[config.mk]
export PLATFORM = sky130hd
export DESIGN_NAME = chess_time_display
export DESIGN_NICKNAME = d
export VERILOG_FILES = /design/src/rtl/chess_time_display.sv
export SDC_FILE = /design/constraint.sdc
export NUM_CORES = 1
export LEC_CHECK = 0
export BUFFER_PORTS_ARGS = -buffer_cell sky130_fd_sc_hd__buf_4
export CORE_MARGIN = 2
export CORE_UTILIZATION = 57
export DETAILED_ROUTE_END_ITERATION = 10
export HOLD_SLACK_MARGIN = 0.06
export PLACE_DENSITY_LB_ADDON = 0.3
export SETUP_SLACK_MARGIN = 0.3
export SLEW_MARGIN = 5
export SYNTH_ARGS = -nofsm -noshare
export SYNTH_HDL_FRONTEND = slang
export SYNTH_SLANG_ARGS = --single-unit
[constraint.sdc]
create_clock -name clk -period 4.2 [get_ports clk]
set_clock_uncertainty 0.15 [all_clocks]
set_input_delay 0.21 -clock clk [delete_from_list [all_inputs] [get_ports clk]]
set_output_delay 0.21 -clock clk [all_outputs]
set_load 0.1 [all_outputs]
[src/rtl/chess_time_display.sv]
// chess_time_display
// Converts both players' remaining seconds into MM:SS BCD with a small
// subtract-based converter, then scans the two times across an 8-digit
// active-low seven-segment display (P1 on the left four digits, P2 on the
// right four). The active player's minutes-ones digit lights its decimal point.
`timescale 1ns/1ps

module chess_time_display #(
    parameter int SCAN_DIV    = 50000,
    parameter int MAX_SECONDS = 5999
) (
    input  logic        clk,
    input  logic        reset,
    input  logic [15:0] player1_time,
    input  logic [15:0] player2_time,
    input  logic        player1_flag,
    input  logic        player2_flag,
    output logic [15:0] p1_bcd,
    output logic [15:0] p2_bcd,
    output logic        bcd_valid,
    output logic        busy,
    output logic [7:0]  an,
    output logic [6:0]  seg,
    output logic        dp
);

    localparam int CW = (SCAN_DIV > 1) ? $clog2(SCAN_DIV) : 1;
    localparam logic [CW-1:0] CNT_LAST = CW'(SCAN_DIV - 1);

    typedef enum logic [2:0] {
        S_IDLE,
        S_LOAD,
        S_DIV60,
        S_SPLIT,
        S_COMMIT
    } state_t;

    // ---------------- converter ----------------
    state_t      state_q;
    logic        sel_q;            // 0 = converting P1, 1 = converting P2
    logic [12:0] rem_q;            // seconds left to split
    logic [6:0]  min_q;            // whole minutes extracted so far
    logic [3:0]  sec_tens_q;
    logic [3:0]  min_tens_q;
    logic [15:0] p1_bcd_q;
    logic [15:0] p2_bcd_q;
    logic        bcd_valid_q;

    logic [15:0] time_sel;
    logic [12:0] load_val;

    // Pick the player being loaded and clamp the time to 99:59
    always_comb begin
        time_sel = sel_q ? player2_time : player1_time;
        if (time_sel > 16'(MAX_SECONDS)) begin
            load_val = 13'(MAX_SECONDS);
        end else begin
            load_val = time_sel[12:0];
        end
    end

    // Converter FSM: IDLE -> P1 conversion -> P2 conversion -> IDLE, forever
    always_ff @(posedge clk) begin
        if (reset) begin
            state_q     <= S_IDLE;
            sel_q       <= 1'b0;
            rem_q       <= '0;
            min_q       <= '0;
            sec_tens_q  <= '0;
            min_tens_q  <= '0;
            p1_bcd_q    <= '0;
            p2_bcd_q    <= '0;
            bcd_valid_q <= 1'b0;
        end else begin
            bcd_valid_q <= 1'b0;
            case (state_q)
                S_IDLE: begin
                    sel_q   <= 1'b0;
                    state_q <= S_LOAD;
                end
                S_LOAD: begin
                    rem_q      <= load_val;
                    min_q      <= '0;
                    sec_tens_q <= '0;
                    min_tens_q <= '0;
                    state_q    <= S_DIV60;
                end
                S_DIV60: begin
                    if (rem_q >= 13'd60) begin
                        rem_q <= rem_q - 13'd60;
                        min_q <= min_q + 7'd1;
                    end else begin
                        state_q <= S_SPLIT;
                    end
                end
                S_SPLIT: begin
                    // seconds and minutes are split into tens/ones in parallel
                    if (rem_q >= 13'd10) begin
                        rem_q      <= rem_q - 13'd10;
                        sec_tens_q <= sec_tens_q + 4'd1;
                    end
                    if (min_q >= 7'd10) begin
                        min_q      <= min_q - 7'd10;
                        min_tens_q <= min_tens_q + 4'd1;
                    end
                    if ((rem_q < 13'd10) && (min_q < 7'd10)) begin
                        state_q <= S_COMMIT;
                    end
                end
                S_COMMIT: begin
                    if (!sel_q) begin
                        p1_bcd_q <= {min_tens_q, min_q[3:0], sec_tens_q, rem_q[3:0]};
                        sel_q    <= 1'b1;
                        state_q  <= S_LOAD;
                    end else begin
                        p2_bcd_q    <= {min_tens_q, min_q[3:0], sec_tens_q, rem_q[3:0]};
                        bcd_valid_q <= 1'b1;
                        sel_q       <= 1'b0;
                        state_q     <= S_IDLE;
                    end
                end
                default: begin
                    state_q <= S_IDLE;
                end
            endcase
        end
    end

    // ---------------- display scan ----------------
    logic [CW-1:0] cnt_q, cnt_d;
    logic [2:0]    idx_q, idx_d;
    logic          tick;
    logic [7:0]    an_q;
    logic [6:0]    seg_q;
    logic          dp_q;
    logic [6:0]    seg_d;
    logic          dp_d;

    logic [31:0]   disp_word;
    logic [3:0]    digit_w [8];

    assign disp_word = {p1_bcd_q, p2_bcd_q};

    // Digit i of the display maps to nibble i of {p1_bcd, p2_bcd}
    for (genvar gi = 0; gi < 8; gi++) begin : g_digit
        assign digit_w[gi] = disp_word[gi*4 +: 4];
    end

    function automatic logic [6:0] seg_decode(input logic [3:0] d);
        logic [6:0] s;
        case (d)
            4'd0:    s = 7'b1000000;
            4'd1:    s = 7'b1111001;
            4'd2:    s = 7'b0100100;
            4'd3:    s = 7'b0110000;
            4'd4:    s = 7'b0011001;
            4'd5:    s = 7'b0010010;
            4'd6:    s = 7'b0000010;
            4'd7:    s = 7'b1111000;
            4'd8:    s = 7'b0000000;
            4'd9:    s = 7'b0010000;
            default: s = 7'b1111111;
        endcase
        return s;
    endfunction

    // Scan counter and next digit; segments/dp computed for the next digit
    always_comb begin
        tick  = (cnt_q == CNT_LAST);
        cnt_d = tick ? '0 : cnt_q + 1'b1;
        idx_d = tick ? idx_q + 3'd1 : idx_q;
        seg_d = seg_decode(digit_w[idx_d]);
        dp_d  = ~(((idx_d == 3'd6) && player1_flag) || ((idx_d == 3'd2) && player2_flag));
    end

    // an/seg/dp move together with the digit index so they never disagree
    always_ff @(posedge clk) begin
        if (reset) begin
            cnt_q <= '0;
            idx_q <= '0;
            an_q  <= 8'hFE;
            seg_q <= 7'b1000000;
            dp_q  <= 1'b1;
        end else begin
            cnt_q <= cnt_d;
            if (tick) begin
                idx_q <= idx_d;
                an_q  <= ~(8'b1 << idx_d);
                seg_q <= seg_d;
                dp_q  <= dp_d;
            end
        end
    end

    assign p1_bcd    = p1_bcd_q;
    assign p2_bcd    = p2_bcd_q;
    assign bcd_valid = bcd_valid_q;
    assign busy      = (state_q != S_IDLE);
    assign an        = an_q;
    assign seg       = seg_q;
    assign dp        = dp_q;

endmodule

==> results of run 1 <==
-- state kept, by name, indices dropped and copies added, names as in the netlist, 7 cells and up --
name / cells
p2_bcd: 16
seg: 7
min_q: 7
cnt_q: 16
an: 8
p1_bcd: 16
rem_q: 13
-- layout make-up --
type                       count  area [sq um]  area share (%)
multi-input combinational    542          3190            50.4
sequential                   100          2000            31.7
timing repair buffer          93           701            11.1
tap                          129           161            2.55
clock buffer                  10           138            2.18
clock inverter                 6          75.1            1.19
inverter                      16          60.1           0.950
-- where the power goes --
group / internal, uW / leakage, uW / total, uW / switching [uW]
clock network: 303 / 0.000106 / 666 / 363
registers: 1000 / 0.000810 / 1100 / 101
logic: 221 / 0.00144 / 596 / 375
-- synthesized netlist by cell type (12+ instances only) --
cell type and n:
sky130_fd_sc_hd__nand2_1 112, sky130_fd_sc_hd__dfxtp_1 100, sky130_fd_sc_hd__nor2_1 85, sky130_fd_sc_hd__a21oi_1 80, sky130_fd_sc_hd__clkbuf_1 43, sky130_fd_sc_hd__o21ai_0 25, sky130_fd_sc_hd__nand3_1 18, sky130_fd_sc_hd__inv_1 16
sky130_fd_sc_hd__nor3_1 16, sky130_fd_sc_hd__or2_2 16, sky130_fd_sc_hd__mux2i_1 15, sky130_fd_sc_hd__ha_1 13, sky130_fd_sc_hd__a211oi_1 12
-- metal layers --
metal | GRT usage (%) | part of all wire, % | up-vias
li1 | - | - | 2610
met1 | 37.5 | 42 | 2549
met2 | 52.3 | 51 | 214
met3 | 5.66 | 5.9 | 24
met4 | 9.77 | 1.8 | 0
met5 | 0 | 0 | -
-- metrics by stage --
| stage | instance area, sq um | worst slack (ns) | utilization, % | total power (uW) |
|---|---|---|---|---|
| 4_1_cts | 6320 | 0.534 | 68.4 | 2370 |
| 2_1_floorplan | 5420 | 1.06 | - | 1550 |
| 3_5_place_dp | 6090 | 0.638 | 65.9 | 1700 |
| 6_report | 6320 | 0.650 | 68.4 | 2370 |
| 5_1_grt | 6320 | 0.330 | 68.4 | 2490 |
| 3_3_place_gp | 6090 | 0.836 | 65.9 | 1680 |
-- what timing repair did --
item | CTS | global route
hold buffers | 1 | 0
endpoints found under the hold margin | 1 | 0
setup endpoints to repair | 0 | 3
gates resized for setup | 0 | 1
-- worst register-to-register path, cell delays in order (launching register included) --
cell and delay, ns:
sky130_fd_sc_hd__dfxtp_1 0.37, sky130_fd_sc_hd__or4_4 0.59, sky130_fd_sc_hd__or4_1 0.57, sky130_fd_sc_hd__nor4_2 0.35, sky130_fd_sc_hd__nor2_1 0.10, sky130_fd_sc_hd__o221ai_1 0.23
sky130_fd_sc_hd__a2bb2oi_2 0.27, sky130_fd_sc_hd__inv_1 0.09, sky130_fd_sc_hd__ha_1 0.31, sky130_fd_sc_hd__inv_1 0.06, sky130_fd_sc_hd__nor2_1 0.04, sky130_fd_sc_hd__o211ai_1 0.17
sky130_fd_sc_hd__a21oi_1 0.09
-- logic make-up after synthesis --
logic type      after synthesis
compound gates              193
xor+xnor                     19
mux                          20
simple gates                297
buf+inv                      63
flops                       100
fa+ha+maj                    13
-- final timing paths --
| kind | start | endpoint | slack [ns] | depth (start not counted) |
|---|---|---|---|---|
| worst max-delay path | cnt_q[4] | seg[1] | 0.65 | 12 |
| worst min-delay path | player2_time[0] | rem_q[0] | 0.08 | 3 |
| worst min register to register | cnt_q[0] | cnt_q[0] | 0.31 | 1 |
| worst max register to register | cnt_q[4] | seg[1] | 0.65 | 12 |
==> tab_implementation.tex, run 1 <==
\begin{tabular}{lr}
\hline
Metric & Value \\
\hline
\multicolumn{2}{l}{\textbf{Detailed routing}} \\
Average via count per standard cell & 6.02 \\
First-pass detailed-route iteration total & 5 \\
Number of DRC markers after the initial detailed-route iteration & 397 \\
Number of vias in the routed layout & 5397 \\
Aggregate routed wire length & 15200 microns \\
Final routed DRC violation total & 0 \\
Final antenna-violating net count & 0 \\
Average wire per standard cell & 17.0 microns \\
\multicolumn{2}{l}{\textbf{Cells and area}} \\
Leading cell types in the layout, fill and taps excluded & sky130\_fd\_sc\_hd\_\_nand2\_1 (112), sky130\_fd\_sc\_hd\_\_dfxtp\_1 (100), sky130\_fd\_sc\_hd\_\_buf\_4 (92) \\
Synthesis-to-finish area growth & 16.6\% \\
Net count, final & 811 \\
Leading cell type in the layout, fill and taps excluded & sky130\_fd\_sc\_hd\_\_nand2\_1 \\
Filler instances & 812 \\
Post-route insts no fill & 896 \\
Proportion of layout cells with a drive suffix above 1 & between 15 and 20\% \\
Count of antenna diodes in the layout & 0 \\
\multicolumn{2}{l}{\textbf{Global routing}} \\
Number of antenna violations at the first check in global routing & 0 \\
Via count of the first global-routing pass & about 5k \\
Remaining global-route overflow & 0 \\
Global-route total usage across every layer & 30.1\% \\
First-pass GRT wire length & 24800 microns \\
Maximum number of pins on one net before global-route repair & 88 \\
\multicolumn{2}{l}{\textbf{Timing}} \\
Normalized max-slew margin & 26.1\% \\
Final-layout worst hold slack & 0.0789 ns \\
Share of the clock period used by the worst path after layout & 84.5\% \\
Final setup viols & 0 \\
Sum of negative setup slack & 0 ns \\
Final critical path time including I/O delays and setup & about 3.6 ns \\
Pins Over Slew Limit & 0 \\
Fmax & around 280 MHz \\
Slew at the pin closest to its max-slew limit & 1.10 ns \\
Setup repair after global routing missed its margin & no \\
Hold violation total from the final report & 0 \\
\multicolumn{2}{l}{\textbf{Synthesis}} \\
Proportion of synthesized area in mux cells & 3.81\% \\
Net count of the mapped netlist & 754 \\
Main flop type after synthesis & sky130\_fd\_sc\_hd\_\_dfxtp\_1 \\
Share of the synthesized area in the top cell type & 36.9\% \\
Combinational family with the most area after synthesis & simple AND/OR/NAND/NOR gates \\
Post-Synth XOR/XNOR Area & $\sim$3.1\% \\
Post-synth EDFFs & 0 \\
Warning count from the yosys run & 0 \\
Library cells used by synthesis & 66 \\
Largest area contributor in the synthesized netlist & sky130\_fd\_sc\_hd\_\_dfxtp\_1 \\
Async set or reset register ratio after synthesis & 0\% \\
Dominant cells by area after synthesis & sky130\_fd\_sc\_hd\_\_dfxtp\_1 (37\%), sky130\_fd\_sc\_hd\_\_nand2\_1 (7.8\%), sky130\_fd\_sc\_hd\_\_a21oi\_1 (7.4\%) \\
Synth Cell Area & around 5400 sq um \\
Sequential cell area fraction in the yosys report & between 30\% and 40\% \\
Synthesized-area fraction occupied by adder cells & 3.00\% \\
Avg Inst Size Synth & 7.69 sq um \\
Yosys reg bits & 100 \\
Post-Synth Simple-Gate Area & 25.4\% \\
Synth Area in Compound Gates & 23.4\% \\
Instance count of the mapped netlist & 705 \\
\multicolumn{2}{l}{\textbf{Clocking}} \\
Cell at the root of the clock tree & sky130\_fd\_sc\_hd\_\_clkbuf\_8 \\
H-tree level count & 3 \\
Clock tree from TritonCTS & yes \\
Clock transition at the registers of the reported paths & 0.10 ns \\
Total clock sinks & 100 \\
Maximum clock insertion buffer count & 2 \\
Number of buffers inserted to repair setup after CTS & 0 \\
Worst-Skew Late Latency & 0.38 ns \\
Number of clock buffers inserted by TritonCTS & 9 \\
\multicolumn{2}{l}{\textbf{Setup path}} \\
Gate family responsible for the most delay along the worst path & simple AND/OR/NAND/NOR gates \\
Crit start category & flop \\
Largest fanout of any net on the critical path & 7 \\
Cell breakdown of the critical path & or4\_4 > or4\_1 > nor4\_2 > nor2\_1 > o221ai\_1 > a2bb2oi\_2 > inv\_1 > ha\_1 > inv\_1 > nor2\_1 > o211ai\_1 > a21oi\_1 \\
Critical Path Slowest Stage Cell & sky130\_fd\_sc\_hd\_\_or4\_4 \\
Category of the critical setup timing path & flop to flop \\
Critical path endpoint category & flop \\
Delay of the slowest critical-path stage & about 0.59 ns \\
Worst path arrival time & 3.63 ns \\
WP data required & 4.28 ns \\
WP buf/inv & 2 \\
\multicolumn{2}{l}{\textbf{Floorplan}} \\
Chip Height & 102 microns \\
Number of ports placed on the die boundary & 86 \\
Full die area & roughly 10000 sq um \\
Std cell rows & 35 \\
Core ar. & 9240 sq um \\
Overall die width & 102 microns \\
Starting utilization of the core area & 58.7\% \\
\multicolumn{2}{l}{\textbf{Outcome}} \\
Result of the run & completed \\
\multicolumn{2}{l}{\textbf{Placement}} \\
Count of buffers from port buffering & 85 \\
HPWL Detailed & 11100 microns \\
Cell Count Post-Placement & about 900 \\
Final weighted congestion of routability-driven global placement & 0.936 \\
\multicolumn{2}{l}{\textbf{Power and ir drop}} \\
Static power due to leakage & $\sim$0.0024 uW \\
Worst vdd rail ir drop & 0.352 mV \\
Power per cell area & 374 nW/um\^{}2 \\
\multicolumn{2}{l}{\textbf{Min path}} \\
HP Class & input port to flop \\
\multicolumn{2}{l}{\textbf{Job}} \\
Max-capacitance violation count & 0 \\
\hline
\end{tabular}
Power figures use the tool's default switching activity.
==> inputs of run 2 (changes only) <==
--- a/config.mk
+++ b/config.mk
@@ -7,7 +7,7 @@
 export LEC_CHECK = 0
 export BUFFER_PORTS_ARGS = -buffer_cell sky130_fd_sc_hd__buf_4
 export CORE_MARGIN = 2
-export CORE_UTILIZATION = 57
+export CORE_UTILIZATION = 52
 export DETAILED_ROUTE_END_ITERATION = 10
 export HOLD_SLACK_MARGIN = 0.06
 export PLACE_DENSITY_LB_ADDON = 0.3
==> constraint.sdc (replaced) <==
create_clock -name clk -period 3.1 [get_ports clk]
set_clock_uncertainty 0.15 [all_clocks]
set_input_delay 0.155 -clock clk [delete_from_list [all_inputs] [get_ports clk]]
set_output_delay 0.155 -clock clk [all_outputs]
set_load 0.1 [all_outputs]
==> tab_implementation.tex, run 2 (same netlist as run 1, synthesis figures left out) <==
\begin{tabular}{lr}
\hline
Metric & Value \\
\hline
\multicolumn{2}{l}{\textbf{Clocking}} \\
Worst-Skew Late Latency & 0.38 ns \\
Cell at the root of the clock tree & sky130\_fd\_sc\_hd\_\_clkbuf\_8 \\
Clock tree from TritonCTS & yes \\
Total clock sinks & 100 \\
Maximum clock insertion buffer count & 2 \\
H-tree level count & 3 \\
Number of clock buffers inserted by TritonCTS & 9 \\
Clock transition at the registers of the reported paths & 0.10 ns \\
\multicolumn{2}{l}{\textbf{Timing}} \\
Setup repair after global routing missed its margin & yes \\
Final critical path time including I/O delays and setup & 3.12 ns \\
Normalized max-slew margin & about 53\% \\
Pins Over Slew Limit & 0 \\
Final setup viols & 1 \\
Slew at the pin closest to its max-slew limit & around 0.70 ns \\
Post-route setup slack & -0.0194 ns \\
Share of the clock period used by the worst path after layout & 101\% \\
Fmax & 321 MHz \\
Hold violation total from the final report & 0 \\
\multicolumn{2}{l}{\textbf{Outcome}} \\
Result of the run & finished with violations \\
Violations in the final reports & setup timing \\
\multicolumn{2}{l}{\textbf{Power and ir drop}} \\
Worst vdd rail ir drop & 0.491 mV \\
Static power due to leakage & approximately 0.0026 uW \\
Power per cell area & 474 nW/um\^{}2 \\
\multicolumn{2}{l}{\textbf{Detailed routing}} \\
Number of DRC markers after the initial detailed-route iteration & 312 \\
Final routed DRC violation total & 0 \\
First-pass detailed-route iteration total & 5 \\
Final antenna-violating net count & 0 \\
Number of vias in the routed layout & 5490 \\
Average wire per standard cell & 16.3 microns \\
Average via count per standard cell & 5.83 \\
Aggregate routed wire length & between 15000 and 20000 microns \\
\multicolumn{2}{l}{\textbf{Setup path}} \\
Largest fanout of any net on the critical path & 5 \\
Crit start category & flop \\
Reg2Reg Setup Slack & -0.02 ns \\
Critical path endpoint category & flop \\
Critical Path Slowest Stage Cell & sky130\_fd\_sc\_hd\_\_or4\_4 \\
Category of the critical setup timing path & flop to flop \\
WP buf/inv & 2 \\
Delay of the slowest critical-path stage & $\sim$0.57 ns \\
Gate family responsible for the most delay along the worst path & simple AND/OR/NAND/NOR gates \\
Cell breakdown of the critical path & or4\_4 > or4\_4 > nor4\_4 > or2\_4 > a221oi\_1 > buf\_4 > a21oi\_4 > buf\_6 > nor2b\_4 > a211o\_1 > a22o\_1 \\
Crit path top cell by count & sky130\_fd\_sc\_hd\_\_or4\_4 \\
WP data required & between 3 and 4 ns \\
Worst path arrival time & $\sim$3.3 ns \\
\multicolumn{2}{l}{\textbf{Global routing}} \\
Global-route total usage across every layer & between 20\% and 30\% \\
Number of antenna violations at the first check in global routing & 0 \\
Remaining global-route overflow & 0 \\
Maximum number of pins on one net before global-route repair & 47 \\
Via count of the first global-routing pass & 5153 \\
First-pass GRT wire length & between 20000 and 30000 microns \\
\multicolumn{2}{l}{\textbf{Job}} \\
Max-capacitance violation count & 0 \\
\multicolumn{2}{l}{\textbf{Floorplan}} \\
Number of ports placed on the die boundary & 86 \\
Std cell rows & 37 \\
Full die area & 11300 sq um \\
Chip Height & 106 microns \\
Overall die width & 106 microns \\
Core ar. & 10200 sq um \\
Starting utilization of the core area & 53.0\% \\
\multicolumn{2}{l}{\textbf{Cells and area}} \\
Count of antenna diodes in the layout & 0 \\
Leading cell types in the layout, fill and taps excluded & sky130\_fd\_sc\_hd\_\_buf\_4 (127), sky130\_fd\_sc\_hd\_\_nand2\_1 (110), sky130\_fd\_sc\_hd\_\_dfxtp\_1 (98) \\
Synthesis-to-finish area growth & 25.0\% \\
Filler instances & 900 \\
Leading cell type in the layout, fill and taps excluded & sky130\_fd\_sc\_hd\_\_buf\_4 \\
Proportion of layout cells with a drive suffix above 1 & between 20 and 25\% \\
Net count, final & 851 \\
Finished layout cell area & 6780 sq um \\
\multicolumn{2}{l}{\textbf{Placement}} \\
HPWL Detailed & about 11000 microns \\
Cell Area, Placed & 6370 sq um \\
DP Worst Slack & -0.0683 ns \\
Final weighted congestion of routability-driven global placement & 0.902 \\
Count of buffers from port buffering & between 80 and 90 \\
\multicolumn{2}{l}{\textbf{Min path}} \\
HP Class & input port to flop \\
\hline
\end{tabular}
[run 2: per-stage QoR]
| step | setup TNS, ns | hold WS [ns] | cells | utilization (%) | total power (uW) |
|---|---|---|---|---|---|
| 4_1_cts | 0 | 0.0628 | 939 | 65.1 | 3190 |
| 3_5_place_dp | -0.137 | 0.302 | 919 | 62.3 | 2320 |
| 2_1_floorplan | 0 | 0.253 | 705 | - | 2100 |
| 5_1_grt | -0.741 | 0.115 | 942 | 66.2 | 3400 |
| 6_report | -0.0194 | 0.0621 | 942 | 66.2 | 3210 |
| 3_3_place_gp | 0 | 0.294 | 919 | 62.3 | 2300 |
[run 2: report_power, final]
| group | leakage (uW) | internal (uW) | switching (uW) |
|---|---|---|---|
| clock network | 0.0000987 | 415 | 460 |
| logic | 0.00165 | 322 | 522 |
| registers | 0.000811 | 1360 | 135 |
| total | 0.00256 | 2100 | 1120 |
[run 2: final timing paths]
| path | from | end | cells past startpoint |
|---|---|---|---|
| worst max-delay path | cnt_q[13] | seg[0] | 11 |
| worst min-delay path | player2_flag | dp | 5 |
| worst max register to register | cnt_q[13] | seg[0] | 11 |
| worst min register to register | seg[2] | seg[2] | 2 |
[run 2: per-layer routing]
metal / wire length, microns / up-vias / share of wire (%) / global-route usage (%)
li1: - / 2680 / - / -
met1: 6350 / 2594 / 41 / 34.7
met2: 7650 / 185 / 50 / 47.4
met3: 985 / 31 / 6.4 / 6.81
met4: 386 / 0 / 2.5 / 9.68
met5: 0 / - / 0 / 0
[run 2: final cells by class]
class                      instances  area [sq um]  share of cell area [%]
clock buffer                      12           155                    2.29
inverter                          16          60.1                   0.886
timing repair buffer             133          1020                    15.0
multi-input combinational        542          3320                    49.0
sequential                       100          2000                    29.6
tap                              136           170                    2.51
clock inverter                     3          46.3                   0.683
[run 2: worst reg2reg max path, cell delays in order (launching register included)]
cell and delay (ns):
sky130_fd_sc_hd__dfxtp_2 0.33, sky130_fd_sc_hd__or4_4 0.57, sky130_fd_sc_hd__or4_4 0.51, sky130_fd_sc_hd__nor4_4 0.23, sky130_fd_sc_hd__or2_4 0.20, sky130_fd_sc_hd__a221oi_1 0.07, sky130_fd_sc_hd__buf_4 0.16, sky130_fd_sc_hd__a21oi_4 0.16
sky130_fd_sc_hd__buf_6 0.13, sky130_fd_sc_hd__nor2b_4 0.04, sky130_fd_sc_hd__a211o_1 0.29, sky130_fd_sc_hd__a22o_1 0.17
[run 2: repair_timing]
item | in CTS | in global routing
hold buffers | 3 | 0
gates resized for setup | 14 | 18
pin swaps | 4 | 3
buffers inserted | 2 | 3
hold endpoints to repair | 8 | 0
endpoints found under the setup margin | 9 | 18
==> inputs of run 3 (changes only) <==
--- a/config.mk
+++ b/config.mk
@@ -6,8 +6,7 @@
 export NUM_CORES = 1
 export LEC_CHECK = 0
 export BUFFER_PORTS_ARGS = -buffer_cell sky130_fd_sc_hd__buf_4
-export CORE_MARGIN = 2
-export CORE_UTILIZATION = 52
+export CORE_UTILIZATION = 48
 export DETAILED_ROUTE_END_ITERATION = 10
 export HOLD_SLACK_MARGIN = 0.06
 export PLACE_DENSITY_LB_ADDON = 0.3
==> tab_implementation.tex, run 3 (same netlist as run 1, synthesis figures left out) <==
\begin{tabular}{lr}
\hline
Metric & Value \\
\hline
\multicolumn{2}{l}{\textbf{Outcome}} \\
Violations in the final reports & setup timing \\
Result of the run & finished with violations \\
\multicolumn{2}{l}{\textbf{Detailed routing}} \\
Number of vias in the routed layout & $\sim$5.5k \\
Final antenna-violating net count & 0 \\
Average via count per standard cell & 5.81 \\
First-pass detailed-route iteration total & 5 \\
Average wire per standard cell & 16.8 microns \\
Final routed DRC violation total & 0 \\
Number of DRC markers after the initial detailed-route iteration & 347 \\
Aggregate routed wire length & 16000 microns \\
\multicolumn{2}{l}{\textbf{Global routing}} \\
Via count of the first global-routing pass & 5165 \\
Number of antenna violations at the first check in global routing & 0 \\
Global-route total usage across every layer & about 28\% \\
Remaining global-route overflow & 0 \\
First-pass GRT wire length & 25400 microns \\
Maximum number of pins on one net before global-route repair & 52 \\
\multicolumn{2}{l}{\textbf{Placement}} \\
Count of buffers from port buffering & 85 \\
HPWL Detailed & 11800 microns \\
Final weighted congestion of routability-driven global placement & 0.912 \\
Cell Area, Placed & 6420 sq um \\
Cell Count Post-Placement & roughly 930 \\
\multicolumn{2}{l}{\textbf{Clocking}} \\
Cell at the root of the clock tree & sky130\_fd\_sc\_hd\_\_clkbuf\_16 \\
Number of clock buffers inserted by TritonCTS & 9 \\
Clock tree from TritonCTS & yes \\
H-tree level count & 3 \\
Clock transition at the registers of the reported paths & 0.07 ns \\
Maximum clock insertion buffer count & 2 \\
Total clock sinks & 100 \\
Worst-Skew Late Latency & approximately 0.35 ns \\
\multicolumn{2}{l}{\textbf{Setup path}} \\
Gate family responsible for the most delay along the worst path & simple AND/OR/NAND/NOR gates \\
WP buf/inv & 1 \\
Delay of the slowest critical-path stage & 0.59 ns \\
Critical Path Slowest Stage Cell & sky130\_fd\_sc\_hd\_\_or4\_4 \\
Cell breakdown of the critical path & or4\_4 > or4\_4 > nor4\_4 > nor2\_2 > buf\_4 > o2111ai\_2 > o21ai\_4 > and2\_1 > a211o\_1 > a22o\_1 \\
Worst path arrival time & between 3 and 4 ns \\
Largest fanout of any net on the critical path & 6 \\
Crit start category & flop \\
Crit path top cell by count & sky130\_fd\_sc\_hd\_\_or4\_4 \\
WP data required & 3.19 ns \\
Critical path endpoint category & flop \\
Category of the critical setup timing path & flop to flop \\
\multicolumn{2}{l}{\textbf{Timing}} \\
Final setup viols & 7 \\
Hold violation total from the final report & 0 \\
Pins Over Slew Limit & 0 \\
Final critical path time including I/O delays and setup & 3.26 ns \\
Post-route setup slack & -0.157 ns \\
Share of the clock period used by the worst path after layout & 105\% \\
Fmax & approximately 310 MHz \\
Final-layout worst hold slack & 0.115 ns \\
Sum of negative setup slack & -0.624 ns \\
Setup repair after global routing missed its margin & yes \\
Slew at the pin closest to its max-slew limit & slightly below 0.7 ns \\
Normalized max-slew margin & 54.6\% \\
\multicolumn{2}{l}{\textbf{Cells and area}} \\
Leading cell types in the layout, fill and taps excluded & sky130\_fd\_sc\_hd\_\_buf\_4 (135), sky130\_fd\_sc\_hd\_\_nand2\_1 (112), sky130\_fd\_sc\_hd\_\_dfxtp\_1 (97) \\
Share of the core filled with cells in the final layout & a little over three fifths \\
Leading cell type in the layout, fill and taps excluded & sky130\_fd\_sc\_hd\_\_buf\_4 \\
Proportion of layout cells with a drive suffix above 1 & 25.2\% \\
Synthesis-to-finish area growth & 27.1\% \\
Count of antenna diodes in the layout & 0 \\
Finished layout cell area & 6890 sq um \\
Filler instances & 1005 \\
Post-route insts no fill & about 950 \\
Net count, final & 857 \\
\multicolumn{2}{l}{\textbf{Power and ir drop}} \\
Power per cell area & 503 nW/um\^{}2 \\
Net switching power & 1210 uW \\
Share of power burned in the clock network & about a third \\
Static power due to leakage & 0.00264 uW \\
Fraction of power consumed by sequential logic & 42.6\% \\
Internal power contribution & 2260 uW \\
Combinational power share & around a quarter \\
Worst vdd rail ir drop & 0.391 mV \\
Net switching share of the total power & between 30\% and 40\% \\
\multicolumn{2}{l}{\textbf{Floorplan}} \\
Core ar. & between 10000 and 15000 sq um \\
Std cell rows & 38 \\
Overall die width & around 110 microns \\
Number of ports placed on the die boundary & between 80 and 90 \\
Starting utilization of the core area & 49.6\% \\
Chip Height & approximately 110 microns \\
Full die area & 11700 sq um \\
\multicolumn{2}{l}{\textbf{Min path}} \\
HP Class & input port to flop \\
\multicolumn{2}{l}{\textbf{Job}} \\
Max-capacitance violation count & 0 \\
\hline
\end{tabular}
## run 3: area by class of cell
class | instances | area (sq um) | area share (%)
Clock inverter | 7 | 66.3 | 0.962
Tap cell | 140 | 175 | 2.54
Clock buffer | 9 | 225 | 3.27
Inverter | 16 | 60.1 | 0.871
Multi-Input combinational cell | 542 | 3300 | 47.9
Sequential cell | 100 | 2010 | 29.1
Timing Repair Buffer | 139 | 1060 | 15.3
## run 3: through the flow
step / setup WS (ns) / power, uW
after floorplan: 0.0272 / 2100
after global placement: 0.0386 / 2320
after detailed placement: -0.0344 / 2340
after CTS: -0.0307 / 3450
after global routing: -0.272 / 3630
final: -0.157 / 3470
## run 3: routing by layer
layer / routed length, microns / up-vias / track usage (%)
li1: - / 2703 / -
met1: 6970 / 2632 / 33.9
met2: 7890 / 171 / 48.2
met3: 736 / 32 / 4.52
met4: 444 / 0 / 9.75
met5: 0 / - / 0
## run 3: power groups by stage
stage / logic [uW] / registers [uW] / clock network (uW)
final: 881 / 1480 / 1110
after CTS: 852 / 1470 / 1130
after global routing: 969 / 1490 / 1170
after floorplan: 637 / 1460 / 0
after detailed placement: 843 / 1500 / 0
after global placement: 826 / 1500 / 0
## run 3: path summary, 6_finish.rpt
path | from | end | slack [ns] | cells after the start
worst max-delay path | cnt_q[5] | seg[0] | -0.16 | 10
worst min-delay path | player1_time[3] | rem_q[3] | 0.11 | 5
worst max register to register | cnt_q[5] | seg[0] | -0.16 | 10
worst min register to register | cnt_q[0] | cnt_q[0] | 0.29 | 1
## run 3: timing repair
item,4_1_cts,5_1_grt
buffers inserted,3,3
pin swaps,1,8
cloned,0,0
endpoints found under the setup margin,9,22
endpoints found under the hold margin,1,0
hold buffers,2,0
gates resized for setup,11,13
## run 3: tightest hold or removal path, stage by stage
cell	delay, ns
sky130_fd_sc_hd__buf_4	0.07
sky130_fd_sc_hd__mux2i_1	0.05
sky130_fd_sc_hd__a21oi_1	0.14
sky130_fd_sc_hd__o22ai_1	0.08
sky130_fd_sc_hd__nor2_1	0.07
